## src/rtl/video_timing_detector.sv

```systemverilog
// Measures an incoming hsync/vsync/data-enable stream and reports line and frame geometry once
// LOCK_FRAMES consecutive identical, self-consistent frames have been seen.
module video_timing_detector #(
  parameter int unsigned WIDTH       = 11,
  parameter int unsigned LOCK_FRAMES = 2
) (
  input  logic             clock,
  input  logic             resetN,
  input  logic             hSyncIn,
  input  logic             vSyncIn,
  input  logic             dataEnable,
  output logic [WIDTH-1:0] hTotal,
  output logic [WIDTH-1:0] hActive,
  output logic [WIDTH-1:0] vTotal,
  output logic [WIDTH-1:0] vActive,
  output logic             locked,
  output logic             timingError
);

  localparam logic [WIDTH-1:0] CntZero    = '0;
  localparam logic [WIDTH-1:0] CntOne     = {{(WIDTH-1){1'b0}}, 1'b1};
  localparam logic [WIDTH-1:0] CntMax     = '1;
  localparam logic [WIDTH-1:0] CntPreMax  = {{(WIDTH-1){1'b1}}, 1'b0};
  localparam logic [3:0]       LockFrames = 4'(LOCK_FRAMES);

  typedef enum logic [1:0] {StSearch, StMeasure, StLocked} stateT;

  // Input registers and edge detection
  logic hSyncQ, hPrevQ, vSyncQ, vPrevQ, deQ;
  logic hRise, vRise;

  // Per-line counters
  logic [WIDTH-1:0] hCntQ, hCntD, deCntQ, deCntD, linePeriod;
  logic             timeout, deOvf;

  // Per-frame accumulation
  logic [WIDTH-1:0] firstPeriodQ, firstDeQ, vCntQ, vActCntQ;
  logic             firstPeriodVldQ, firstDeVldQ, inconsQ;
  logic [WIDTH-1:0] fPeriod, fDe, fV, fVAct;
  logic             fPeriodVld, fDeVld, fIncons, vOvf;

  // Lock state machine
  stateT            stateQ, stateD;
  logic [3:0]       matchQ, matchD;
  logic [WIDTH-1:0] candHQ, candHAQ, candVQ, candVAQ;
  logic [WIDTH-1:0] candHD, candHAD, candVD, candVAD;
  logic [WIDTH-1:0] hTotalQ, hActiveQ, vTotalQ, vActiveQ;
  logic [WIDTH-1:0] hTotalD, hActiveD, vTotalD, vActiveD;
  logic             timingErrorQ, timingErrorD;
  logic             consistent, candEqStored, candEqOut, anyError;

  // Sync registers reset high so a sync held high through reset is not seen as an edge
  always_ff @(posedge clock or negedge resetN) begin
    if (!resetN) begin
      hSyncQ <= 1'b1;
      hPrevQ <= 1'b1;
      vSyncQ <= 1'b1;
      vPrevQ <= 1'b1;
      deQ    <= 1'b0;
    end else begin
      hSyncQ <= hSyncIn;
      hPrevQ <= hSyncQ;
      vSyncQ <= vSyncIn;
      vPrevQ <= vSyncQ;
      deQ    <= dataEnable;
    end
  end

  assign hRise      = hSyncQ & ~hPrevQ;
  assign vRise      = vSyncQ & ~vPrevQ;
  assign linePeriod = hCntQ + CntOne;

  always_comb begin
    hCntD   = hCntQ;
    deCntD  = deCntQ;
    timeout = 1'b0;
    deOvf   = 1'b0;
    if (hRise) begin
      hCntD  = CntZero;
      deCntD = {{(WIDTH-1){1'b0}}, deQ};
    end else begin
      // hCnt sitting at its maximum means 2^WIDTH clocks without a line start
      if (hCntQ == CntMax) begin
        timeout = 1'b1;
      end else begin
        hCntD = hCntQ + CntOne;
      end
      if (deQ && (deCntQ != CntMax)) begin
        deCntD = deCntQ + CntOne;
        deOvf  = (deCntQ == CntPreMax);
      end
    end
  end

  // Frame view including the line that closes this cycle, so a coincident vRise sees it
  always_comb begin
    fPeriod    = firstPeriodQ;
    fPeriodVld = firstPeriodVldQ;
    fDe        = firstDeQ;
    fDeVld     = firstDeVldQ;
    fV         = vCntQ;
    fVAct      = vActCntQ;
    fIncons    = inconsQ;
    vOvf       = 1'b0;
    if (hRise) begin
      if (!firstPeriodVldQ) begin
        fPeriod    = linePeriod;
        fPeriodVld = 1'b1;
      end else if (linePeriod != firstPeriodQ) begin
        fIncons = 1'b1;
      end
      if (deCntQ != CntZero) begin
        if (!firstDeVldQ) begin
          fDe    = deCntQ;
          fDeVld = 1'b1;
        end else if (deCntQ != firstDeQ) begin
          fIncons = 1'b1;
        end
        if (vActCntQ != CntMax) begin
          fVAct = vActCntQ + CntOne;
          vOvf  = (vActCntQ == CntPreMax);
        end
      end
      if (vCntQ != CntMax) begin
        fV = vCntQ + CntOne;
        if (vCntQ == CntPreMax) vOvf = 1'b1;
      end
    end
  end

  always_ff @(posedge clock or negedge resetN) begin
    if (!resetN) begin
      hCntQ           <= CntZero;
      deCntQ          <= CntZero;
      firstPeriodQ    <= CntZero;
      firstPeriodVldQ <= 1'b0;
      firstDeQ        <= CntZero;
      firstDeVldQ     <= 1'b0;
      vCntQ           <= CntZero;
      vActCntQ        <= CntZero;
      inconsQ         <= 1'b0;
    end else begin
      hCntQ  <= hCntD;
      deCntQ <= deCntD;
      if (vRise) begin
        firstPeriodQ    <= CntZero;
        firstPeriodVldQ <= 1'b0;
        firstDeQ        <= CntZero;
        firstDeVldQ     <= 1'b0;
        vCntQ           <= CntZero;
        vActCntQ        <= CntZero;
        inconsQ         <= 1'b0;
      end else begin
        firstPeriodQ    <= fPeriod;
        firstPeriodVldQ <= fPeriodVld;
        firstDeQ        <= fDe;
        firstDeVldQ     <= fDeVld;
        vCntQ           <= fV;
        vActCntQ        <= fVAct;
        inconsQ         <= fIncons;
      end
    end
  end

  assign consistent   = ~fIncons;
  assign candEqStored = ({fPeriod, fDe, fV, fVAct} == {candHQ, candHAQ, candVQ, candVAQ});
  assign candEqOut    = ({fPeriod, fDe, fV, fVAct} == {hTotalQ, hActiveQ, vTotalQ, vActiveQ});
  assign anyError     = timeout | deOvf | vOvf;

  always_comb begin
    stateD       = stateQ;
    matchD       = matchQ;
    candHD       = candHQ;
    candHAD      = candHAQ;
    candVD       = candVQ;
    candVAD      = candVAQ;
    hTotalD      = hTotalQ;
    hActiveD     = hActiveQ;
    vTotalD      = vTotalQ;
    vActiveD     = vActiveQ;
    timingErrorD = timingErrorQ | anyError;
    unique case (stateQ)
      StSearch: begin
        if (vRise) begin
          stateD = StMeasure;
          matchD = 4'd0;
        end
      end
      StMeasure: begin
        if (vRise) begin
          if (!consistent) begin
            matchD = 4'd0;
          end else begin
            if (candEqStored) begin
              matchD = (matchQ == 4'hF) ? matchQ : matchQ + 4'd1;
            end else begin
              matchD = 4'd1;
            end
            candHD  = fPeriod;
            candHAD = fDe;
            candVD  = fV;
            candVAD = fVAct;
            if (matchD >= LockFrames) begin
              stateD   = StLocked;
              hTotalD  = fPeriod;
              hActiveD = fDe;
              vTotalD  = fV;
              vActiveD = fVAct;
            end
          end
        end
      end
      StLocked: begin
        if (vRise && (!consistent || !candEqOut)) begin
          stateD   = StMeasure;
          hTotalD  = CntZero;
          hActiveD = CntZero;
          vTotalD  = CntZero;
          vActiveD = CntZero;
          matchD   = consistent ? 4'd1 : 4'd0;
          if (consistent) begin
            candHD  = fPeriod;
            candHAD = fDe;
            candVD  = fV;
            candVAD = fVAct;
          end
        end
      end
      default: stateD = StSearch;
    endcase
    if (anyError) begin
      stateD   = StSearch;
      matchD   = 4'd0;
      hTotalD  = CntZero;
      hActiveD = CntZero;
      vTotalD  = CntZero;
      vActiveD = CntZero;
    end
  end

  always_ff @(posedge clock or negedge resetN) begin
    if (!resetN) begin
      stateQ       <= StSearch;
      matchQ       <= 4'd0;
      candHQ       <= CntZero;
      candHAQ      <= CntZero;
      candVQ       <= CntZero;
      candVAQ      <= CntZero;
      hTotalQ      <= CntZero;
      hActiveQ     <= CntZero;
      vTotalQ      <= CntZero;
      vActiveQ     <= CntZero;
      timingErrorQ <= 1'b0;
    end else begin
      stateQ       <= stateD;
      matchQ       <= matchD;
      candHQ       <= candHD;
      candHAQ      <= candHAD;
      candVQ       <= candVD;
      candVAQ      <= candVAD;
      hTotalQ      <= hTotalD;
      hActiveQ     <= hActiveD;
      vTotalQ      <= vTotalD;
      vActiveQ     <= vActiveD;
      timingErrorQ <= timingErrorD;
    end
  end

  assign hTotal      = hTotalQ;
  assign hActive     = hActiveQ;
  assign vTotal      = vTotalQ;
  assign vActive     = vActiveQ;
  assign locked      = (stateQ == StLocked);
  assign timingError = timingErrorQ;

endmodule
```

## config.mk

```make
export PLATFORM = sky130hd
export DESIGN_NAME = video_timing_detector
export DESIGN_NICKNAME = d
export VERILOG_FILES = /design/src/rtl/video_timing_detector.sv
export SDC_FILE = /design/constraint.sdc
export NUM_CORES = 1
export LEC_CHECK = 0
export ABC_CLOCK_PERIOD_IN_PS = 8700
export CAP_MARGIN = 20
export CORE_MARGIN = 1
export CORE_UTILIZATION = 55
export DETAILED_ROUTE_END_ITERATION = 12
export DONT_BUFFER_PORTS = 1
export HOLD_SLACK_MARGIN = 0.12
export PLACE_DENSITY = 0.7
export SLEW_MARGIN = 20
export SYNTH_ARGS = -nofsm -noshare
export SYNTH_HDL_FRONTEND = slang
export SYNTH_SLANG_ARGS = --single-unit
```

## constraint.sdc

```tcl
create_clock -name clock -period 8.7 [get_ports clock]
set_clock_uncertainty 0.15 [all_clocks]
set_input_delay 1.305 -clock clock [delete_from_list [all_inputs] [get_ports clock]]
set_output_delay 1.305 -clock clock [all_outputs]
set_load 0.05 [all_outputs]
```

Word level (Yosys, flattened, before mapping) --
Index checks and enable logic that the tools add are counted.
Word-level totals: register bits after elaboration 169, bits of input ports 5, output and inout bits 46, logic and storage cells 172
Cells by class: add/subtract/negate cells 5, magnitude comparators 1, eq/ne operators 22, mux-type cells 95, bitwise operators 7, reduce and logical (&&, ||, !) cells 17
Operators by type and width (count):
- 11-bit 2-to-1 mux | 47
- 11-bit one-hot mux with 2 select lines | 8
- 44-bit equality test | 2
- 11-bit by 1-bit adder with 11-bit output (second input constant) | 4
- 11-bit equality test (second input constant) | 4
- 4-bit 2-to-1 mux | 10
- 11-bit != test (second input constant) | 3
- 1-bit 2-to-1 mux | 22
- 11-bit != test | 2
- 2-bit 2-to-1 mux | 6
- 3-bit != test (second input constant) | 4
- 4-bit one-hot mux with 3 select lines | 1
- 11-bit nonzero test | 1
- 5-bit AND reduction | 2
- 2-bit nonzero test | 4
- 2-bit one-hot mux with 3 select lines | 1
- 4-bit by 1-bit adder with 4-bit output (second input constant) | 1
- 4-bit equality test (second input constant) | 1
- 4-bit by 2-bit >= comparator with 1-bit output (second input constant) | 1
- 2-bit != test (second input constant) | 2
- 4-bit AND reduction | 1
- 4-bit nonzero test | 1
- 3-bit by 1-bit != test with 1-bit output (second input constant) | 1
- 1-bit OR | 3
- 12 further kinds | 15

Longest topological paths before layout --
Gate-level depths: netlist (run 1).
depth in word-level cells 17, gate-level depth with buffers 16, mapped depth without buffers 12

Worst setup path after synthesis (run 1) --
No wires, ideal clock.
kind reg2reg, start register deCntQ[0], end register vTotalQ[2], in the netlist vTotal[2], library setup time 0.127 ns, arrival 3.823 ns, data required time 8.423 ns, slack 4.600 ns, stages on the path, launching flop included 15, path buffers 2, cell sequence dfrtp_1 -> clkbuf_1 -> inv_1 -> ha_1 -> or4b_4 -> o31ai_2 -> nor3_2 -> xnor2_1 -> a2111o_1 -> a2111oi_0 -> nand4_1 -> nor4_4 -> a2bb2oi_2 -> buf_2 -> o21ai_0
Between the ends: word-level cells in the longest chain between the ends 11, elaborated cells on any way between the ends 39, those cells by class 1 x order compare; 9 x eq/ne; 20 x mux; 2 x bitwise; 7 x reduce/logical
Ends and longest elaborated chain:
- start, declared | line 33 | logic [WIDTH-1:0] hCntQ, hCntD, deCntQ, deCntD, linePeriod;
- start signal, assigned | line 134 | deCntQ <= CntZero;
- start signal, assigned | line 144 | deCntQ <= deCntD;
- 11-bit nonzero test / 11-bit 2-to-1 mux (equally long branches) | line 112, 113
- 11-bit 2-to-1 mux | line 112 | if (deCntQ != CntZero) begin
- 11-bit 2-to-1 mux | line 105 | if (hRise) begin
- 44-bit equality test | line 166 | assign candEqStored = ({fPeriod, fDe, fV, fVAct} == {candHQ, candHAQ, candVQ, candVAQ});
- 4-bit 2-to-1 mux | line 194 | if (candEqStored) begin
- 4-bit 2-to-1 mux | line 191 | if (!consistent) begin
- 4-bit 2-to-1 mux | line 190 | if (vRise) begin
- 4-bit 2-to-1 mux | line 182 | unique case (stateQ)
- 4-bit by 2-bit >= comparator with 1-bit output | line 203 | if (matchD >= LockFrames) begin
- 3-bit != test (no line)
- 5-bit AND reduction (no line)
- end signal, assigned | line 251 | vTotalQ <= CntZero;
- end signal, assigned | line 263 | vTotalQ <= vTotalD;
- end, declared | line 47 | logic [WIDTH-1:0] hTotalQ, hActiveQ, vTotalQ, vActiveQ;
Several ways; a longest one is shown, not always the timed one. The select of a mux whose other input is x is not followed. A chain may end at the register's enable or synchronous reset.

Final worst setup path (run 1) --
start register vCntQ[0], end register hTotalQ[1], in the netlist hTotal[1]
Between the ends: word-level cells in the longest chain between the ends 11, elaborated cells on any way between the ends 26, those cells by class 1 x add/sub; 1 x order compare; 8 x eq/ne; 10 x mux; 1 x bitwise; 5 x reduce/logical
Ends and longest elaborated chain:
- start, declared | line 37 | logic [WIDTH-1:0] firstPeriodQ, firstDeQ, vCntQ, vActCntQ;
- start signal, assigned | line 139 | vCntQ <= CntZero;
- start signal, assigned | line 150 | vCntQ <= CntZero;
- start signal, assigned | line 158 | vCntQ <= fV;
- 11-bit by 1-bit adder with 11-bit output / 11-bit != test (equally long branches) | line 125, 124
- 11-bit 2-to-1 mux | line 124 | if (vCntQ != CntMax) begin
- 11-bit 2-to-1 mux | line 105
- 44-bit equality test | line 166
- 4-bit 2-to-1 mux | line 194
- 4-bit 2-to-1 mux | line 191
- 4-bit 2-to-1 mux | line 190
- 4-bit 2-to-1 mux | line 182
- 4-bit by 2-bit >= comparator with 1-bit output | line 203
- 3-bit != test (no line)
- 5-bit AND reduction (no line)
- end signal, assigned | line 249 | hTotalQ <= CntZero;
- end signal, assigned | line 261 | hTotalQ <= hTotalD;
- end, declared | line 47
Several ways; a longest one is shown, not always the timed one. The select of a mux whose other input is x is not followed.

==> results of run 1 <==
-- layout make-up --
type / instances / share of cell area, %
Multi-Input combinational cell: 908 / 53.0
Sequential cell: 169 / 35.8
Clock buffer: 17 / 3.60
Tap cell: 265 / 2.80
Inverter: 78 / 2.47
Clock inverter: 15 / 1.76
Timing Repair Buffer: 9 / 0.571
-- stage by stage --
| step | area [um^2] | power, W | hold slack, ns | instances |
|---|---|---|---|---|
| 6_report | 11800 | 0.00262 | 0.228 | 1461 |
| 5_1_grt | 11800 | 0.00272 | 0.239 | 1461 |
| 4_1_cts | 11800 | 0.00260 | 0.227 | 1461 |
| 3_5_place_dp | 11200 | 0.00177 | 0.216 | 1429 |
| 3_3_place_gp | 11200 | 0.00176 | 0.214 | 1429 |
| 2_1_floorplan | 11100 | 0.00158 | 0.207 | 1227 |
-- per-layer routing --
| layer | track usage (%) | up-vias | wire, um | share of wire [%] |
|---|---|---|---|---|
| met5 | 0 | - | 0 | 0 |
| met4 | 13.6 | 0 | 1190 | 3.4 |
| met3 | 6.52 | 80 | 2990 | 8.6 |
| met2 | 51.6 | 538 | 15200 | 44 |
| met1 | 49.7 | 4600 | 15400 | 44 |
| li1 | - | 4322 | - | - |
-- power groups by stage --
stage                     Clock [W]  Combinational (W)  Sequential, W
after CTS                  0.000842           0.000794       0.000966
after floorplan                   0           0.000661       0.000922
after detailed placement          0           0.000792       0.000980
after global routing       0.000874           0.000863       0.000980
after global placement            0           0.000785       0.000979
final                      0.000837           0.000810       0.000971
-- placed cells by master (no fill, tap or decap), types with 7 or more instances in the layout --
cell	instances
nand3_1	33
dfrtp_1	165
and2_1	23
a21o_1	8
mux2i_1	20
buf_4	9
nor3_1	38
mux2_4	32
o2111ai_1	13
inv_1	78
ha_1	13
o32ai_1	7
a211oi_1	8
xor2_1	47
nor2b_1	9
nor2_1	96
and4_1	7
o21ai_0	61
o21ai_1	20
a31oi_1	16
nor4_1	13
nand2_1	113
nand4_1	25
clkbuf_16	17
or2_2	7
a22oi_1	9
o22ai_1	8
xnor2_1	66
o211ai_1	9
o31ai_1	7
nand2b_1	17
a21oi_1	46
-- critical path, cell delays in order, from the launching register on --
cell       delay, ns
dfrtp_1         0.67
ha_1            0.39
nand3_1         0.18
o31ai_1         0.72
o2111ai_1       0.31
a2111oi_0       0.44
o2111ai_1       0.21
nor4_1          0.48
nand4_1         0.41
nor4_4          0.43
a2bb2oi_4       0.16
buf_4           0.51
o21ai_0         0.16
-- path summary, 6_finish.rpt --
check,start,to,depth (start not counted)
max,vCntQ[0],hTotal[1],12
min,vSyncQ,vPrevQ,0
max reg2reg,vCntQ[0],hTotal[1],12
min reg2reg,vSyncQ,vPrevQ,0
max in group asynchronous,resetN,hPrevQ,0
min in group asynchronous,resetN,candHQ[7],0
-- cells by family after synthesis --
logic type / synth area share [%]
adders and majority gates: 1.46
muxes: 6.81
AOI/OAI and AO/OA: 18.3
and+or+nand+nor: 20.1
DFF: 38.0
xor gates and xnor gates: 9.28
buffers and inverters: 6.00
-- registers in the layout (all words and copies together) (netlist names), 2 cells and up --
name	cells
candHAQ	11
candHQ	11
candVAQ	11
candVQ	11
deCntQ	11
firstDeQ	11
firstPeriodQ	11
hActive	11
hCntQ	11
hTotal	11
matchQ	4
stateQ	2
vActCntQ	11
vActive	11
vCntQ	11
vTotal	11
==> impl_results.md, run 1 <==
* Hold Buf Count CTS at 0
* Switching Fraction at 36.9%
* Max-slew headroom at 26.8%
* CP startpoint kind: flop
* Initial antenna violation count at 0
* Pint at 0.00165 W
* I/O Buffers at 0
* Mapped Cells at 1227
* CP Max Fanout at 44
* Post-synth top flop: dfrtp_1
* R2R Setup Slk at 3.30 ns
* Synth top cells by count: dfrtp_1 (165), nand2_1 (113), nor2_1 (96), inv_1 (78), xnor2_1 (66)
* Final WL at 34.7 mm
* GRT overflow at 0
* Top cells by area, synth: dfrtp_1 (37%), xnor2_1 (5.2%), mux2_4 (4.3%)
* Syn-to-layout area delta at 6.13%
* Synth area leader: dfrtp_1
* CTS tree: yes
* Nets at 1201
* Setup WS post-layout at 3.30 ns
* Arr. time, crit path at 5.54 ns
* Seq cells post-synth at 169
* Tightest Hold Check Type: flop to flop
* Detailed Routing Iterations Pass 1 at 6
* Ports at 51
* Max Cap Viol at 0
* Clock Tree Root: clkbuf_16
* Number of fill cells at 1730
* Final cell utilization of the core at 60.2%
* Synth cell types at 97
* GRT Util Overall at 34.7%
* Switch Pwr at 0.000967 W
* Sequential power share at 37.1%
* Post-synth EDFFs at 0
* Post-CTS setup buffers at 0
* Power Dens Cells at 221 mW/mm^2
* Share of the synthesized area in the top cell type at 37.0%
* Final Hold Vio Count at 0
* Crit Path Category: flop to flop
* Outcome: finished clean
* Worst EP required at 8.84 ns
* Endpoints failing setup at 0
* ANT cells at 0
* Hpwl dp at 25.2 mm
* Largest net degree at the start of global routing at 170
* Post-Place Setup Slack at 3.35 ns
* CP Capture Type: flop
* Min cycle time layout at 5.40 ns
* Count leader, synth: dfrtp_1
* Die area at 0.0208 mm^2
* Setup TNS at 0 ns
* Vias at 9540
* Setup repair after global routing missed its margin: false
* Die H at 144 um
* GP Congestion at 1.01
* Drt wl/cell at 23.8 um
* Static leakage at 5.01 nW
* Area of the multi-input gates at 0.00627 mm^2
* Synth warn at 0
* CTS Buf Count at 17
* Slew Viols, Final at 0
* Avg Cell Area, Syn at 9.09 um^2
* Clock Pin Slew Worst Setup and Hold Paths at 0.07 ns
* Share of layout cells above drive strength 1 at 10.1%
* Async set or reset register ratio after synthesis at 100%
* ANT nets after route at 0
* Peak supply drop at 142 uV
* Comb power frac at 30.9%
* Row count at 51
* Clock group share of total power at 32.0%
* Worst-Skew Late Latency at 0.44 ns
* Core footprint at 0.0197 mm^2
* Initial Util at 56.7%
* CTS Sinks at 169
* F_max at 185 MHz
* First-pass GRT wire length at 53.3 mm
* Seq/Total Area, Yosys at 38.0%
* Remaining DRCs at 0
* Die Span X at 144 um
* Vias in the first global route at 8822
* H-tree lvl count at 4
* Post-CTS sizing at 0
* Final worst path period share at 62.0%
* Syn Std Cell Area at 0.0111 mm^2
* Iter 0 DRT Violations at 1270
* Net Count, Synth at 1245
* Reg area at 0.00423 mm^2
* Actual slew at the worst max-slew pin at 1.09 ns
* Clock tree buffer depth at 2
* DR vias/cell at 6.53
(Power assumes the default switching activity.)
==> inputs of run 2 (changes only) <==
- ABC_CLOCK_PERIOD_IN_PS: 8700 -> 5000
- clock period: 8.7 -> 5 ns (I/O delays scaled with it)
==> run 2 against run 1 <==
Against the previous run:
- sequential cell count stayed put
- critical path depth down 1
- via count grew 1.2%
- combinational power up 89%
- die area is the same
- routed wire length is 1.1% higher
- cell count grew 2.5%
- first-iteration DRC count decreased by 4.0%
- critical endpoint is now candHAQ[2]
==> impl_results.md, run 2 (synthesis results as in run 1) <==
* GRT overflow at 0
* F_max at 202 MHz
* WHS Endpoint: hSyncQ
* Static leakage at 5.19 nW
* Number of fill cells at 1679
* Commonest non-fill, non-tap cell in the layout: dfrtp_1
* CP Capture Type: flop
* Post-route cell area at 0.0121 mm^2
* Setup TNS at 0 ns
* Initial Util at 56.7%
* Sequential power share at 36.9%
* R2r endpoint: candHAQ[2]
* Syn-to-layout area delta at 8.78%
* Peak supply drop at 274 uV
* Hpwl dp at 25.6 mm
* Tightest Hold Check Type: input port to flop
* Switching Fraction at 37.6%
* Arr. time, crit path at 5.12 ns
* Row count at 51
* Worst-Skew Late Latency at 0.45 ns
* GP Congestion at 0.965
* First-pass GRT wire length at 54.4 mm
* Worst hold start: hSyncIn
* CTS Sinks at 169
* Clock group share of total power at 29.5%
* Clock Pin Slew Worst Setup and Hold Paths at 0.07 ns
* Die Span X at 144 um
* Critical R2R Launch: hSyncQ
* Die area at 0.0208 mm^2
* Ports at 51
* Clock Tree Root: clkbuf_16
* Detailed Routing Iterations Pass 1 at 5
* Min cycle time layout at 4.94 ns
* Drt wl/cell at 23.4 um
* Outcome: finished clean
* CTS tree: yes
* DR vias/cell at 6.45
* ANT nets after route at 0
* CTS Buf Count at 17
* ANT cells at 0
* Dpl cell area at 0.0115 mm^2
* Vias in the first global route at 9170
* Remaining DRCs at 0
* Tot Pwr at 0.00454 W
* Actual slew at the worst max-slew pin at 0.986 ns
* Iter 0 DRT Violations at 1219
* Comb power frac at 33.6%
* Worst R2R Path Depth at 11
* Crit Path Category: flop to flop
* Slew Viols, Final at 0
* Clock tree buffer depth at 2
* Initial antenna violation count at 0
* Worst EP required at 5.18 ns
* H-tree lvl count at 4
* Setup repair after global routing missed its margin: false
* CP Max Fanout at 15
* R2R Setup Slk at 0.06 ns
* Switch Pwr at 0.00171 W
* Nets at 1238
* Max Cap Viol at 0
* Core footprint at 0.0197 mm^2
* GRT Util Overall at 35.4%
* Endpoints failing setup at 0
* Most frequent cells in the layout: dfrtp_1 (165), nand2_1 (113), nor2_1 (96), inv_1 (78), xnor2_1 (66)
* Final worst path period share at 98.8%
* Power Dens Cells at 375 mW/mm^2
* Post-Place Setup Slack at 0.186 ns
* Final WL at 35.1 mm
* I/O Buffers at 0
* CP startpoint kind: flop
* Largest net degree at the start of global routing at 170
* Share of layout cells above drive strength 1 at 12.7%
* Max-slew headroom at 33.8%
* Hold path depth at 0
* Vias at 9655
* Pint at 0.00283 W
* Final Hold Vio Count at 0
* Die H at 144 um
* Setup WS post-layout at 0.0601 ns
-- run 2: cell type report --
class | count | area (um^2) | share of cell area [%]
clock buffer | 18 | 429 | 3.54
sequential | 169 | 4230 | 34.9
timing repair buffer | 46 | 403 | 3.32
inverter | 78 | 293 | 2.41
multi-input combinational | 908 | 6280 | 51.8
tap | 265 | 332 | 2.73
clock inverter | 14 | 154 | 1.27
-- run 2: worst max-delay path by stage --
| stage | startpoint | end | slack (ns) | cells after the start |
|---|---|---|---|---|
| after floorplan | deCntQ[0] | vTotal[2] | 0.90 | 14 |
| after detailed placement | deCntQ[1] | hTotal[0] | 0.19 | 13 |
| after CTS | deCntQ[1] | vTotal[3] | 0.13 | 13 |
| after global routing | hSyncQ | matchQ[2] | 0.08 | 10 |
| after global placement | deCntQ[1] | vTotal[0] | 0.29 | 13 |
| final | hSyncQ | candHAQ[2] | 0.06 | 11 |
-- run 2: what timing repair did --
item | in CTS | in global routing
resized for setup | 0 | 2
buffers inserted | 0 | 3
hold endpoints to repair | 169 | 0
hold buffers | 1 | 0
setup endpoints to repair | 0 | 46
-- run 2: metrics by stage --
stage	util (%)	hold WS [ns]	instances
2_1_floorplan	-	0.207	1227
3_3_place_gp	58.4	0.212	1462
3_5_place_dp	58.4	0.215	1462
4_1_cts	61.5	0.144	1495
5_1_grt	61.7	0.133	1498
6_report	61.7	0.148	1498
-- run 2: critical path, cell delays in order, from the launching register on --
cell,delay [ns]
dfstp_2,0.70
or3b_1,0.69
mux2i_1,0.51
xnor2_1,0.20
o2111ai_1,0.14
or4_1,0.46
nor4_1,0.57
nand4_1,0.32
o31ai_4,0.39
a21oi_4,0.11
buf_4,0.24
mux2_4,0.33
-- run 2: power by group through the flow --
stage          combinational [W]  clock (W)  sequential [W]
2_1_floorplan            0.00115          0         0.00160
3_3_place_gp             0.00145          0         0.00169
3_5_place_dp             0.00146          0         0.00169
4_1_cts                  0.00150    0.00135         0.00167
5_1_grt                  0.00163    0.00141         0.00169
6_report                 0.00153    0.00134         0.00168
-- run 2: per-layer routing --
layer,vias up,global-route usage (%),routed length (um)
li1,4397,-,-
met3,76,9.77,3490
met5,-,0,0
met4,0,16.2,1330
met2,521,51.7,15200
met1,4661,48.4,15100
==> RTL edit 1 (config.mk and constraints of run 1) <==
The 3 states of `stateT` get a one-hot encoding in 3 bits.
--- a/src/rtl/video_timing_detector.sv
+++ b/src/rtl/video_timing_detector.sv
@@ -25,3 +25,3 @@
 
-  typedef enum logic [1:0] {StSearch, StMeasure, StLocked} stateT;
+  typedef enum logic [2:0] {StSearch = 3'b001, StMeasure = 3'b010, StLocked = 3'b100} stateT;
 
Function: same outputs for any inputs over 4 cycles, from zero or initial values and one cycle with resetN low; so few cycles prove little.
==> RTL edit 1 against run 1 <==
- area after synthesis fell by 3.6%
- critical path depth increased by 1
- wire length down 6.0%
- setup slack worse by 0.28 ns
- sequential cell count up 1
- design area decreased by 3.8%
- total power decreased by 21%
==> RTL edit 1: results <==
{
  "critPathMaxFanout": 27,
  "synth_async_sr_flop_share_pct": 100,
  "cts_made_buffers": 17,
  "layout.nets": 1100,
  "yosysWarnings": 0,
  "antenna_found_initial": 0,
  "grt_pass1_wl_mm": 50.9,
  "gp_congestion": 1.01,
  "vias_per_cell": 6.66,
  "cts_root_buffer": "clkbuf_16",
  "min-delay-start": "vSyncQ$_DFF_PN1_",
  "n_fill_cell": 1647,
  "grt_max_degree": 171,
  "drt-pass1-iter-count": 6,
  "max-slew-margin-rel_pct": 41.4,
  "drt-initial-drc-count": 1189,
  "post_cts_resize_count": 0,
  "min_to": "vPrevQ$_DFF_PN1_",
  "synth_common_cells": "dfrtp_1, nor2_1, xnor2_1",
  "whs_ns": 0.225,
  "port_buffers": 0,
  "synthFlopType": "dfrtp_1",
  "placed_area_um2": 10800,
  "post_cts_buffers": 0,
  "r2r_cells": 13,
  "wl_mm": 32.6,
  "synth_area_leaders": "dfrtp_1, xnor2_1, xor2_1, mux2_1, a22o_1",
  "finalHoldViolCount": 0,
  "clockBufferDepth": 2,
  "ys_seq_area_share_pct": 39.6,
  "n_antenna_cell": 0,
  "worstReg2RegStart": "deCntQ[0]$_DFFE_PN0P_",
  "ys_types": 83,
  "grt_pass1_vias": 8344,
  "p_leak_nw": 5.08,
  "hold_class": "register to register",
  "drive_gt1_share_pct": 7.01,
  "hold_depth": 0,
  "dp_hpwl_mm": 23.5,
  "clk_latency_ns": 0.44,
  "r2r_slack_ns": 3.02,
  "clkTransAtPathRegs_ns": 0.06,
  "gr-usage-all-layers_pct": 33.8,
  "ir_drop_uv": 136,
  "status": "complete, no violations",
  "h-tree-depth": 4,
  "arrival_ns": 5.90,
  "r2r-end": "vTotal[4]$_DFFE_PN0P_"
}
RTL edit 1: worst max-delay path, stage by stage (launching register included):
cell and delay [ns]:
dfrtp_1 0.49, inv_1 0.18, ha_1 0.18, or4b_1 0.70, o31ai_4 0.68, a22oi_1 0.37
xnor2_1 0.30, o2111ai_1 0.21, nor3_1 0.45, nand4_1 0.29, nor3_2 0.38, and2_1 0.52
buf_4 0.48, a22o_1 0.20
RTL edit 1: cell families (layout without fill, tap and decap cells):
logic type               Yosys count  after routing  synth area share [%]
AND/OR/NAND/NOR                  407            407                  20.8
adder cells (fa/ha/maj)            9              9                  1.05
buffers and inverters            109             77                  4.33
XOR/XNOR                         119            119                  9.97
AO/OA/AOI/OAI                    262            262                  18.6
flip-flops                       170            170                  39.6
multiplexers                      55             55                  5.55
RTL edit 1: worst max path at each step:
stage,cells after the start,from,end
detailed placement,13,deCntQ[0]$_DFFE_PN0P_,hActive[0]$_DFFE_PN0P_
finish,13,deCntQ[0]$_DFFE_PN0P_,vTotal[4]$_DFFE_PN0P_
global route,13,deCntQ[0]$_DFFE_PN0P_,vTotal[4]$_DFFE_PN0P_
global placement,13,deCntQ[0]$_DFFE_PN0P_,vTotal[5]$_DFFE_PN0P_
floorplan,14,deCntQ[0]$_DFFE_PN0P_,candVAQ[2]$_DFFE_PN0P_
CTS,13,deCntQ[0]$_DFFE_PN0P_,vTotal[4]$_DFFE_PN0P_
RTL edit 1: through the flow:
step	util, %	cells	setup slack, ns
6_report	60.0	1359	3.02
5_1_grt	60.0	1359	2.76
4_1_cts	60.0	1359	3.13
3_5_place_dp	57.1	1327	3.16
3_3_place_gp	57.1	1327	3.19
2_1_floorplan	-	1131	4.71
RTL edit 1: where the power goes:
group	internal (mW)	switching (mW)	leakage [nW]	total [mW]
clock network	0.397	0.343	0.266	0.740
registers	0.832	0.0711	2.32	0.903
logic	0.161	0.268	2.49	0.428
RTL edit 1: cell type report:
cell class	count	area share, %
clock buffer	19	3.80
clock inverter	13	1.04
inverter	35	1.15
multi-input combinational	852	53.0
sequential	170	37.4
tap	260	2.86
timing repair buffer	10	0.660
RTL edit 1: per-layer routing:
metal / vias to the layer above / share of wire [%] / global-route usage, %
met5: - / 0 / 0
met2: 440 / 43 / 48.6
met3: 82 / 9.8 / 8.54
met1: 4470 / 44 / 48.9
met4: 0 / 3.6 / 12.6
li1: 4065 / - / -
==> RTL edit 2 (settings of run 1) <==
Without the edit above. `WIDTH`: 11 -> 22.
--- a/src/rtl/video_timing_detector.sv
+++ b/src/rtl/video_timing_detector.sv
@@ -3,3 +3,3 @@
 module video_timing_detector #(
-  parameter int unsigned WIDTH       = 11,
+  parameter int unsigned WIDTH       = 22,
   parameter int unsigned LOCK_FRAMES = 2
Ports: changed (resized hActive, hTotal, vActive and vTotal); port bits go from 51 to 95. No check against the original RTL was run, so the function may have changed too.
==> RTL edit 2 against run 1 <==
- area after synthesis rose by 87%
- total power is 70% higher
- design area increased by 88%
- hold slack got worse by 0.00050 ns
- sequential cell count grew 154
- wire length is 130% higher
- setup slack worse by 1.5 ns
- sequential share of layout area rose by 0.50 points
- largest cell class unchanged
==> RTL edit 2: results <==
{
  "grt_pass1_vias": 17858,
  "hold_depth": 0,
  "hold_class": "register to register",
  "port_buffers": 0,
  "post_cts_resize_count": 0,
  "critPathMaxFanout": 31,
  "dp_hpwl_mm": 59.5,
  "wl_mm": 81.1,
  "status": "complete, no violations",
  "drt-pass1-iter-count": 8,
  "cp-startpoint": "vCntQ[0]$_DFF_PN0_",
  "cts_made_buffers": 37,
  "wl_met3_mm": 9.76,
  "synth_common_cells": "dfrtp_1, nor2_1, xnor2_1",
  "grt_pass1_wl_mm": 121,
  "gp_congestion": 1.10,
  "max_stage_delay_ns": 1.01,
  "clockBufferDepth": 3,
  "post_cts_buffers": 0,
  "h-tree-depth": 2,
  "vias_per_cell": 7.00,
  "clkTransAtPathRegs_ns": 0.06,
  "synth_area_leaders": "dfrtp_1, xnor2_1, mux2i_1, nor2_1, xor2_1",
  "cts_root_buffer": "clkbuf_16",
  "min-delay-start": "vSyncQ$_DFF_PN1_",
  "layout.nets": 2216,
  "post-place-ws_ns": 2.13,
  "ys_types": 90,
  "grt_max_degree": 324,
  "antenna_found_initial": 3,
  "yosysWarnings": 0,
  "arrival_ns": 7.23,
  "n_fill_cell": 3263,
  "drt-initial-drc-count": 2617,
  "gr-usage-all-layers_pct": 42.3,
  "max_slew.worst_pin.slew_ns": 1.30,
  "drive_gt1_share_pct": 5.49,
  "ir_drop_uv": 268,
  "clk_latency_ns": 0.58,
  "wl_met1_mm": 33.2,
  "wl_met2_mm": 33.8,
  "ys_seq_area_share_pct": 38.7,
  "maxUsedRoutingLayer": "met5",
  "postSynthCellCount": 2293,
  "p_leak_nw": 9.47,
  "critPathSlowestCell": "nor4_1",
  "synth_async_sr_flop_share_pct": 100,
  "r2r_cells": 13,
  "fin_cells": 2728,
  "n_antenna_cell": 0
}
[RTL edit 2: cell count changes after synthesis, moves of 34 or more]
| cell | before | now |
|---|---|---|
| nor2_1 | 96 | 195 |
| nor4_1 | 13 | 47 |
| o2bb2ai_1 | 1 | 72 |
| clkbuf_1 | 35 | 115 |
| a21oi_1 | 46 | 101 |
| dfrtp_1 | 165 | 319 |
| xnor2_1 | 66 | 157 |
| xor2_1 | 47 | 82 |
| mux2i_1 | 20 | 96 |
| nand3_1 | 33 | 80 |
| inv_1 | 78 | 130 |
[RTL edit 2: kinds of logic after synthesis]
logic type	after synthesis	share of synthesized area, %
xor gates and xnor gates	251	11.3
and+or+nand+nor	766	19.4
adders and majority gates	14	0.827
buffers and inverters	303	5.93
AOI/OAI and AO/OA	519	18.0
DFF	323	38.7
muxes	117	5.74
[RTL edit 2: area by class of cell]
type                       count  area [um2]  share of cell area [%]
multi-input combinational   1667       11600                    52.1
sequential                   323        8090                    36.3
clock buffer                  55        1040                    4.68
tap                          504         631                    2.83
inverter                     130         488                    2.19
timing repair buffer          39         313                    1.40
clock inverter                10         110                   0.494
[RTL edit 2: worst paths after layout]
kind,end,slack [ns]
max in group asynchronous,candVAQ[5]$_DFFE_PN0P_,7.44
min,vPrevQ$_DFF_PN1_,0.23
min reg2reg,vPrevQ$_DFF_PN1_,0.23
min in group asynchronous,firstPeriodQ[9]$_DFF_PN0_,0.27
max,candHQ[20]$_DFFE_PN0P_,1.77
max reg2reg,candHQ[20]$_DFFE_PN0P_,1.77
[RTL edit 2: where the power goes]
part / internal [mW] / switching [mW]
Combinational: 0.426 / 0.775
Sequential: 1.59 / 0.121
Clock: 0.865 / 0.666
[RTL edit 2: per-layer routing]
metal	GRT usage, %	vias up
met5	0	-
met4	18.8	6
met3	12.6	243
met2	60.3	1260
met1	59.2	9410
li1	-	8165
[RTL edit 2: stage by stage]
step                utilization [%]  instance area, um2
global route                   60.3               22300
detailed placement             57.1               21100
CTS                            60.2               22300
finish                         60.3               22300
floorplan                         -               20900
global placement               57.1               21100
[RTL edit 2: worst max-delay path: cells and delay by family, from the launching register on]
family / cells / cell delay (ns)
flops: 1 / 0.66
simple gates: 6 / 3.49
compound gates: 4 / 1.17
fa+ha+maj: 1 / 0.37
buf+inv: 1 / 0.53
mux: 1 / 0.38
